===== src/rtl/cu_pkg.sv =====
// Shared definitions for the multi-cycle accumulator CPU control unit:
// opcode values, FSM state encoding, ALU select reset value and decode helpers.
package cu_pkg;

  localparam logic [31:0] OP_CLA  = 32'd0;
  localparam logic [31:0] OP_COM  = 32'd1;
  localparam logic [31:0] OP_SHR  = 32'd2;
  localparam logic [31:0] OP_CSL  = 32'd3;
  localparam logic [31:0] OP_STOP = 32'd4;
  localparam logic [31:0] OP_ADD  = 32'd5;
  localparam logic [31:0] OP_STA  = 32'd6;
  localparam logic [31:0] OP_LDA  = 32'd7;
  localparam logic [31:0] OP_JMP  = 32'd8;
  localparam logic [31:0] OP_BAN  = 32'd9;

  // All-ones ALU select shown while no instruction has been decoded (ALU_S_W <= 16)
  localparam logic [15:0] ALU_S_RESET = '1;

  typedef enum logic [2:0] {
    S_HALT,
    S_FETCH,
    S_DECODE,
    S_EXEC,
    S_MEM
  } state_t;

  // True for the ten opcodes of the ISA
  function automatic logic op_defined(input logic [31:0] op);
    return op <= OP_BAN;
  endfunction

  // State that follows DECODE; undefined opcodes fall back to FETCH (NOP)
  function automatic state_t decode_next(input logic [31:0] op);
    case (op)
      OP_STOP:                                        return S_HALT;
      OP_ADD, OP_STA, OP_LDA:                         return S_MEM;
      OP_CLA, OP_COM, OP_SHR, OP_CSL, OP_JMP, OP_BAN: return S_EXEC;
      default:                                        return S_FETCH;
    endcase
  endfunction

endpackage


===== src/rtl/multicycle_cu_if.sv =====
// Control-unit bus: IR/datapath status in, datapath strobes and ALU select out.
// master = datapath/IR side, slave = control unit.
interface multicycle_cu_if #(
  parameter int OP_W    = 4,
  parameter int ALU_S_W = 4
);
  logic               run_i;
  logic [OP_W-1:0]    op_i;
  logic               acc_neg_i;
  logic               ram_re;
  logic               ram_we;
  logic               ir_we;
  logic               pc_inc;
  logic               pc_load;
  logic               acc_we;
  logic               jmp;
  logic               ban;
  logic [ALU_S_W-1:0] alu_s;
  logic               stop;
  logic               illegal;

  modport master (
    output run_i, op_i, acc_neg_i,
    input  ram_re, ram_we, ir_we, pc_inc, pc_load, acc_we, jmp, ban, alu_s, stop, illegal
  );

  modport slave (
    input  run_i, op_i, acc_neg_i,
    output ram_re, ram_we, ir_we, pc_inc, pc_load, acc_we, jmp, ban, alu_s, stop, illegal
  );
endinterface


===== src/rtl/cu_wait_ctr.sv =====
// Wait-state counter shared by FETCH and MEM. Counts 0..MEM_WAIT while enabled,
// restarts on clear; 'last' marks the final cycle of a RAM access.
// With MEM_WAIT=0 every access is a single cycle and no counter is built.
module cu_wait_ctr #(
  parameter int MEM_WAIT = 0
) (
  input  logic clk,
  input  logic rst_n,
  input  logic clear,
  input  logic enable,
  output logic last
);

  if (MEM_WAIT == 0) begin : g_no_wait
    logic unused_ok;
    assign unused_ok = ^{clk, rst_n, clear, enable};
    assign last      = 1'b1;
  end else begin : g_wait
    localparam int CW = $clog2(MEM_WAIT + 1);
    logic [CW-1:0] cnt;

    // Advance during an access, restart whenever the FSM changes state
    always_ff @(posedge clk or negedge rst_n) begin
      if (!rst_n)      cnt <= '0;
      else if (clear)  cnt <= '0;
      else if (enable) cnt <= cnt + CW'(1);
    end

    assign last = (cnt == CW'(MEM_WAIT));
  end

endmodule


===== src/rtl/multicycle_cu.sv =====
// Multi-cycle control unit for the accumulator CPU: HALT/FETCH/DECODE/EXEC/MEM.
// Strobes are decoded from state, latched opcode and wait counter so that an
// asynchronous reset clears them immediately.
// Optional feature macro: CU_ILLEGAL_TRAP_EN (undefined opcode halts and sets
// a sticky illegal flag); without it an undefined opcode is a NOP.
module multicycle_cu
  import cu_pkg::*;
#(
  parameter int OP_W     = 4,
  parameter int ALU_S_W  = 4,
  parameter int MEM_WAIT = 0
) (
  input logic            clk,
  input logic            rst_n,
  multicycle_cu_if.slave bus
);

  state_t             state;
  logic [OP_W-1:0]    op_q;
  logic [31:0]        op_q_ext;
  logic [ALU_S_W-1:0] alu_s_q;
  logic               ctr_en;
  logic               ctr_clr;
  logic               ctr_last;

  assign op_q_ext = 32'(op_q);
  assign ctr_en   = (state == S_FETCH) || (state == S_MEM);
  assign ctr_clr  = !ctr_en || ctr_last;

  cu_wait_ctr #(.MEM_WAIT(MEM_WAIT)) u_wait_ctr (
    .clk    (clk),
    .rst_n  (rst_n),
    .clear  (ctr_clr),
    .enable (ctr_en),
    .last   (ctr_last)
  );

`ifdef CU_ILLEGAL_TRAP_EN
  logic illegal_q;
`endif

  // Instruction sequencing, opcode latch, held ALU select and sticky trap flag
  always_ff @(posedge clk or negedge rst_n) begin
    if (!rst_n) begin
      state   <= S_HALT;
      op_q    <= '0;
      alu_s_q <= ALU_S_RESET[ALU_S_W-1:0];
`ifdef CU_ILLEGAL_TRAP_EN
      illegal_q <= 1'b0;
`endif
    end else begin
      case (state)
        S_HALT:  if (bus.run_i) state <= S_FETCH;
        S_FETCH: if (ctr_last) state <= S_DECODE;
        S_DECODE: begin
          op_q    <= bus.op_i;
          alu_s_q <= ALU_S_W'(bus.op_i);
`ifdef CU_ILLEGAL_TRAP_EN
          if (!op_defined(32'(bus.op_i))) begin
            state     <= S_HALT;
            illegal_q <= 1'b1;
          end else
`endif
          state <= decode_next(32'(bus.op_i));
        end
        S_EXEC:  state <= S_FETCH;
        S_MEM:   if (ctr_last) state <= S_FETCH;
        default: state <= S_HALT;
      endcase
    end
  end

  // Strobe decode; ram_re spans the whole access, the rest fire on one cycle
  always_comb begin
    bus.ram_re  = 1'b0;
    bus.ram_we  = 1'b0;
    bus.ir_we   = 1'b0;
    bus.pc_inc  = 1'b0;
    bus.pc_load = 1'b0;
    bus.acc_we  = 1'b0;
    bus.jmp     = 1'b0;
    bus.ban     = 1'b0;
    case (state)
      S_FETCH: begin
        bus.ram_re = 1'b1;
        bus.ir_we  = ctr_last;
        bus.pc_inc = ctr_last;
      end
      S_EXEC: begin
        case (op_q_ext)
          OP_CLA, OP_COM, OP_SHR, OP_CSL: bus.acc_we = 1'b1;
          OP_JMP: begin
            bus.jmp     = 1'b1;
            bus.pc_load = 1'b1;
          end
          OP_BAN: begin
            bus.ban     = 1'b1;
            bus.pc_load = bus.acc_neg_i;
          end
          default: ;
        endcase
      end
      S_MEM: begin
        case (op_q_ext)
          OP_ADD, OP_LDA: begin
            bus.ram_re = 1'b1;
            bus.acc_we = ctr_last;
          end
          OP_STA:  bus.ram_we = ctr_last;
          default: ;
        endcase
      end
      default: ;
    endcase
  end

  assign bus.alu_s = alu_s_q;
  assign bus.stop  = (state == S_HALT);

`ifdef CU_ILLEGAL_TRAP_EN
  assign bus.illegal = illegal_q;
`else
  assign bus.illegal = 1'b0;
`endif

endmodule

===== src/flat_wrapper.sv =====
// flat-port wrapper written by rule: the top's interface ports become plain ports
module multicycle_cu_flat import cu_pkg::*;
#(
  parameter int OP_W     = 4,
  parameter int ALU_S_W  = 4,
  parameter int MEM_WAIT = 0
)
  (clk, rst_n, bus_run_i, bus_op_i, bus_acc_neg_i, bus_ram_re, bus_ram_we, bus_ir_we, bus_pc_inc, bus_pc_load, bus_acc_we, bus_jmp, bus_ban, bus_alu_s, bus_stop, bus_illegal);
  multicycle_cu_if #(.OP_W(OP_W), .ALU_S_W(ALU_S_W)) bus_i ();
  input logic clk;
  input logic rst_n;
  input wire logic [$bits(bus_i.run_i)-1:0] bus_run_i;
  input wire logic [$bits(bus_i.op_i)-1:0] bus_op_i;
  input wire logic [$bits(bus_i.acc_neg_i)-1:0] bus_acc_neg_i;
  output wire logic [$bits(bus_i.ram_re)-1:0] bus_ram_re;
  output wire logic [$bits(bus_i.ram_we)-1:0] bus_ram_we;
  output wire logic [$bits(bus_i.ir_we)-1:0] bus_ir_we;
  output wire logic [$bits(bus_i.pc_inc)-1:0] bus_pc_inc;
  output wire logic [$bits(bus_i.pc_load)-1:0] bus_pc_load;
  output wire logic [$bits(bus_i.acc_we)-1:0] bus_acc_we;
  output wire logic [$bits(bus_i.jmp)-1:0] bus_jmp;
  output wire logic [$bits(bus_i.ban)-1:0] bus_ban;
  output wire logic [$bits(bus_i.alu_s)-1:0] bus_alu_s;
  output wire logic [$bits(bus_i.stop)-1:0] bus_stop;
  output wire logic [$bits(bus_i.illegal)-1:0] bus_illegal;
  assign bus_i.run_i = bus_run_i;
  assign bus_i.op_i = bus_op_i;
  assign bus_i.acc_neg_i = bus_acc_neg_i;
  assign bus_ram_re = bus_i.ram_re;
  assign bus_ram_we = bus_i.ram_we;
  assign bus_ir_we = bus_i.ir_we;
  assign bus_pc_inc = bus_i.pc_inc;
  assign bus_pc_load = bus_i.pc_load;
  assign bus_acc_we = bus_i.acc_we;
  assign bus_jmp = bus_i.jmp;
  assign bus_ban = bus_i.ban;
  assign bus_alu_s = bus_i.alu_s;
  assign bus_stop = bus_i.stop;
  assign bus_illegal = bus_i.illegal;
  multicycle_cu #(.OP_W(OP_W), .ALU_S_W(ALU_S_W), .MEM_WAIT(MEM_WAIT)) u_core (.clk(clk), .rst_n(rst_n), .bus(bus_i));
endmodule

===== config.mk =====
export PLATFORM = sky130hd
export DESIGN_NAME = multicycle_cu_flat
export DESIGN_NICKNAME = d
export VERILOG_FILES = /design/src/rtl/cu_pkg.sv /design/src/rtl/multicycle_cu_if.sv /design/src/rtl/cu_wait_ctr.sv /design/src/rtl/multicycle_cu.sv /design/src/flat_wrapper.sv
export SDC_FILE = /design/constraint.sdc
export NUM_CORES = 1
export LEC_CHECK = 0
export BUFFER_PORTS_ARGS = -buffer_cell sky130_fd_sc_hd__buf_2
export CAP_MARGIN = 10
export CORE_AREA = 2 2 39 41
export DETAILED_ROUTE_END_ITERATION = 10
export DIE_AREA = 0 0 41 43
export PLACE_DENSITY_LB_ADDON = 0.2
export SLEW_MARGIN = 20
export SYNTH_ARGS = -nofsm -noshare
export SYNTH_HDL_FRONTEND = slang
export SYNTH_HIERARCHICAL = 1
export SYNTH_SLANG_ARGS = --single-unit

===== constraint.sdc =====
create_clock -name clk -period 2.4 [get_ports clk]
set_input_delay 0.48 -clock clk [delete_from_list [all_inputs] [get_ports clk]]
set_output_delay 0.48 -clock clk [all_outputs]
set_load 0.01 [all_outputs]

==> flow_summary.toml <==
[die]
pin_count = 22
fp.coreArea_mm2 = 0.00138
die_y_um = 43
row_count = 14
dieArea_mm2 = 0.00176
start_util_pct = 42.9
die_x_um = 41

[clock_tree]
postCtsResizedCells = 0
ctsLongestPathBuffers = 2
ctsHtreeMaxLevel = 1
cts_tree = "done"
cts_setup_buffers = 0
numCtsBuffers = 3
hold_buffers = 0
cts.reportedPaths.clkPinSlew_ns = 0.07
clkSinkCount = 11
root_buffer = "clkbuf_4"
insertion_delay_ns = 0.26

[timing]
fin_crit_sh_pct = 87.4
final_max_slew_viol_count = 0
setup_violations = 0
timing.final.ws_setup_ns = 0.302
hold_violations = 0
max_freq_mhz = 477
grt_setup_unrepaired = "false"
min_period_ns = 2.10
skew_ns = 0.000415
finalSetupTns_ns = 0

[place]
hpwl_um = 820
portBuffers = 20
place_inst = 87
gp_congestion = 0.740
place_ws_ns = 0.598

[grt]
grt_pass1_vias = 424
grt_pass1_wl_um = 1790
grt_remaining_overflow = 0
grt_antenna_before_repair = 0
grt_max_degree = 12
track_usage_pct = 15.0

[routing]
dr.pass1.iters = 2
avgViaCountPerCell = 4.98
wl_per_cell_um = 11.8
ant_nets = 0
routed_wl_um = 1070
drc_errors = 0
num_vias = 453
drt_iter0_markers = 8

[worst_setup_path]
critPathArrivalTime_ns = 1.62
critPathMaxFanout = 7
critPathKind = "register to output port"
endpoint_kind = "output port"
cp-start-kind = "register"
cp.required_ns = 1.92

[final_layout]
layout_common_cells = "buf_2 (20), mux2_2 (9), dfrtp_1 (7), nor2_1 (4), dfstp_2 (4)"
nNetsFinal = 84
diodes = 0
syn_to_final_growth_pct = 19.2
drive_gt1_share_pct = 49.3
finalNonFillerCells = 91
final_common_cell = "buf_2"

[yosys]
netlist_area_um2 = 594
synth_fp_nets = 64
synth_area_per_cell_um2 = 10.6
synth_cells = 56
ys.warnings.count = 6

[status]
status = "completed"

[pwr]
power.density_mw_per_mm2 = 1190
leakagePower_nw = 0.347
ir_drop_mv = 0.513
power_uw = 840

[flow_run]
maxCapViolCount = 0

[hold_path]
hold_path_class = "input port to async pin"
## state kept, by name, summed over array words and instances (netlist names)
signal and cells:
u_core/bus.alu_s 4, u_core/op_q 4, u_core/state 3
## layout make-up
type                    count  area (um^2)
fillers                   143          676
flip-flops and latches     11          280
multi-input cells          37          270
repair buffers             20          100
clock buffers               4         26.3
well taps                  16         20.0
inverters                   3         11.3
## report_power, final
part / internal, mW / switching, mW
clock network: 0.0643 / 0.0598
logic: 0.179 / 0.154
registers: 0.297 / 0.0853
## worst paths after layout
| check | slack, ns | startpoint | cells after the start | to |
|---|---|---|---|---|
| max | 0.30 | u_core/state[0]$_DFFE_PN0P_ | 4 | bus_pc_load |
| min | 0.07 | rst_n | 1 | u_core/state[0]$_DFFE_PN0P_ |
| max reg2reg | 1.00 | u_core/state[2]$_DFFE_PN0P_ | 3 | u_core/op_q[1]$_DFFE_PN0N_ |
| min reg2reg | 0.54 | u_core/op_q[2]$_DFFE_PN0N_ | 1 | u_core/op_q[2]$_DFFE_PN0N_ |
| max in group asynchronous | 2.08 | rst_n | 1 | u_core/bus.alu_s[0]$_DFFE_PN1N_ |
| min in group clk | 0.48 | bus_op_i[0] | 2 | u_core/op_q[0]$_DFFE_PN0N_ |
## routing by layer
layer	part of all wire [%]	track usage, %	wire length, um	vias up
met5	0	0	0	-
met3	6.5	1.57	70	2
met1	47	21.0	500	205
met2	45	21.9	484	18
li1	-	-	-	228
met4	1.4	8.00	15	0
## worst max-delay path: stages, from the launching register on
cell	delay (ns)
dfrtp_1	0.51
nand4bb_1	0.17
or3b_1	0.43
a21oi_1	0.12
buf_2	0.14
## through the flow
step                      hold WS, ns  util (%)  instance area (um^2)
after global routing           0.0849      51.2                   708
after floorplan                 0.184         -                   594
after detailed placement        0.363      49.3                   682
after CTS                      0.0693      51.2                   708
after global placement          0.359      49.3                   682
final                          0.0667      51.2                   708
Power figures use the tool's default switching activity.
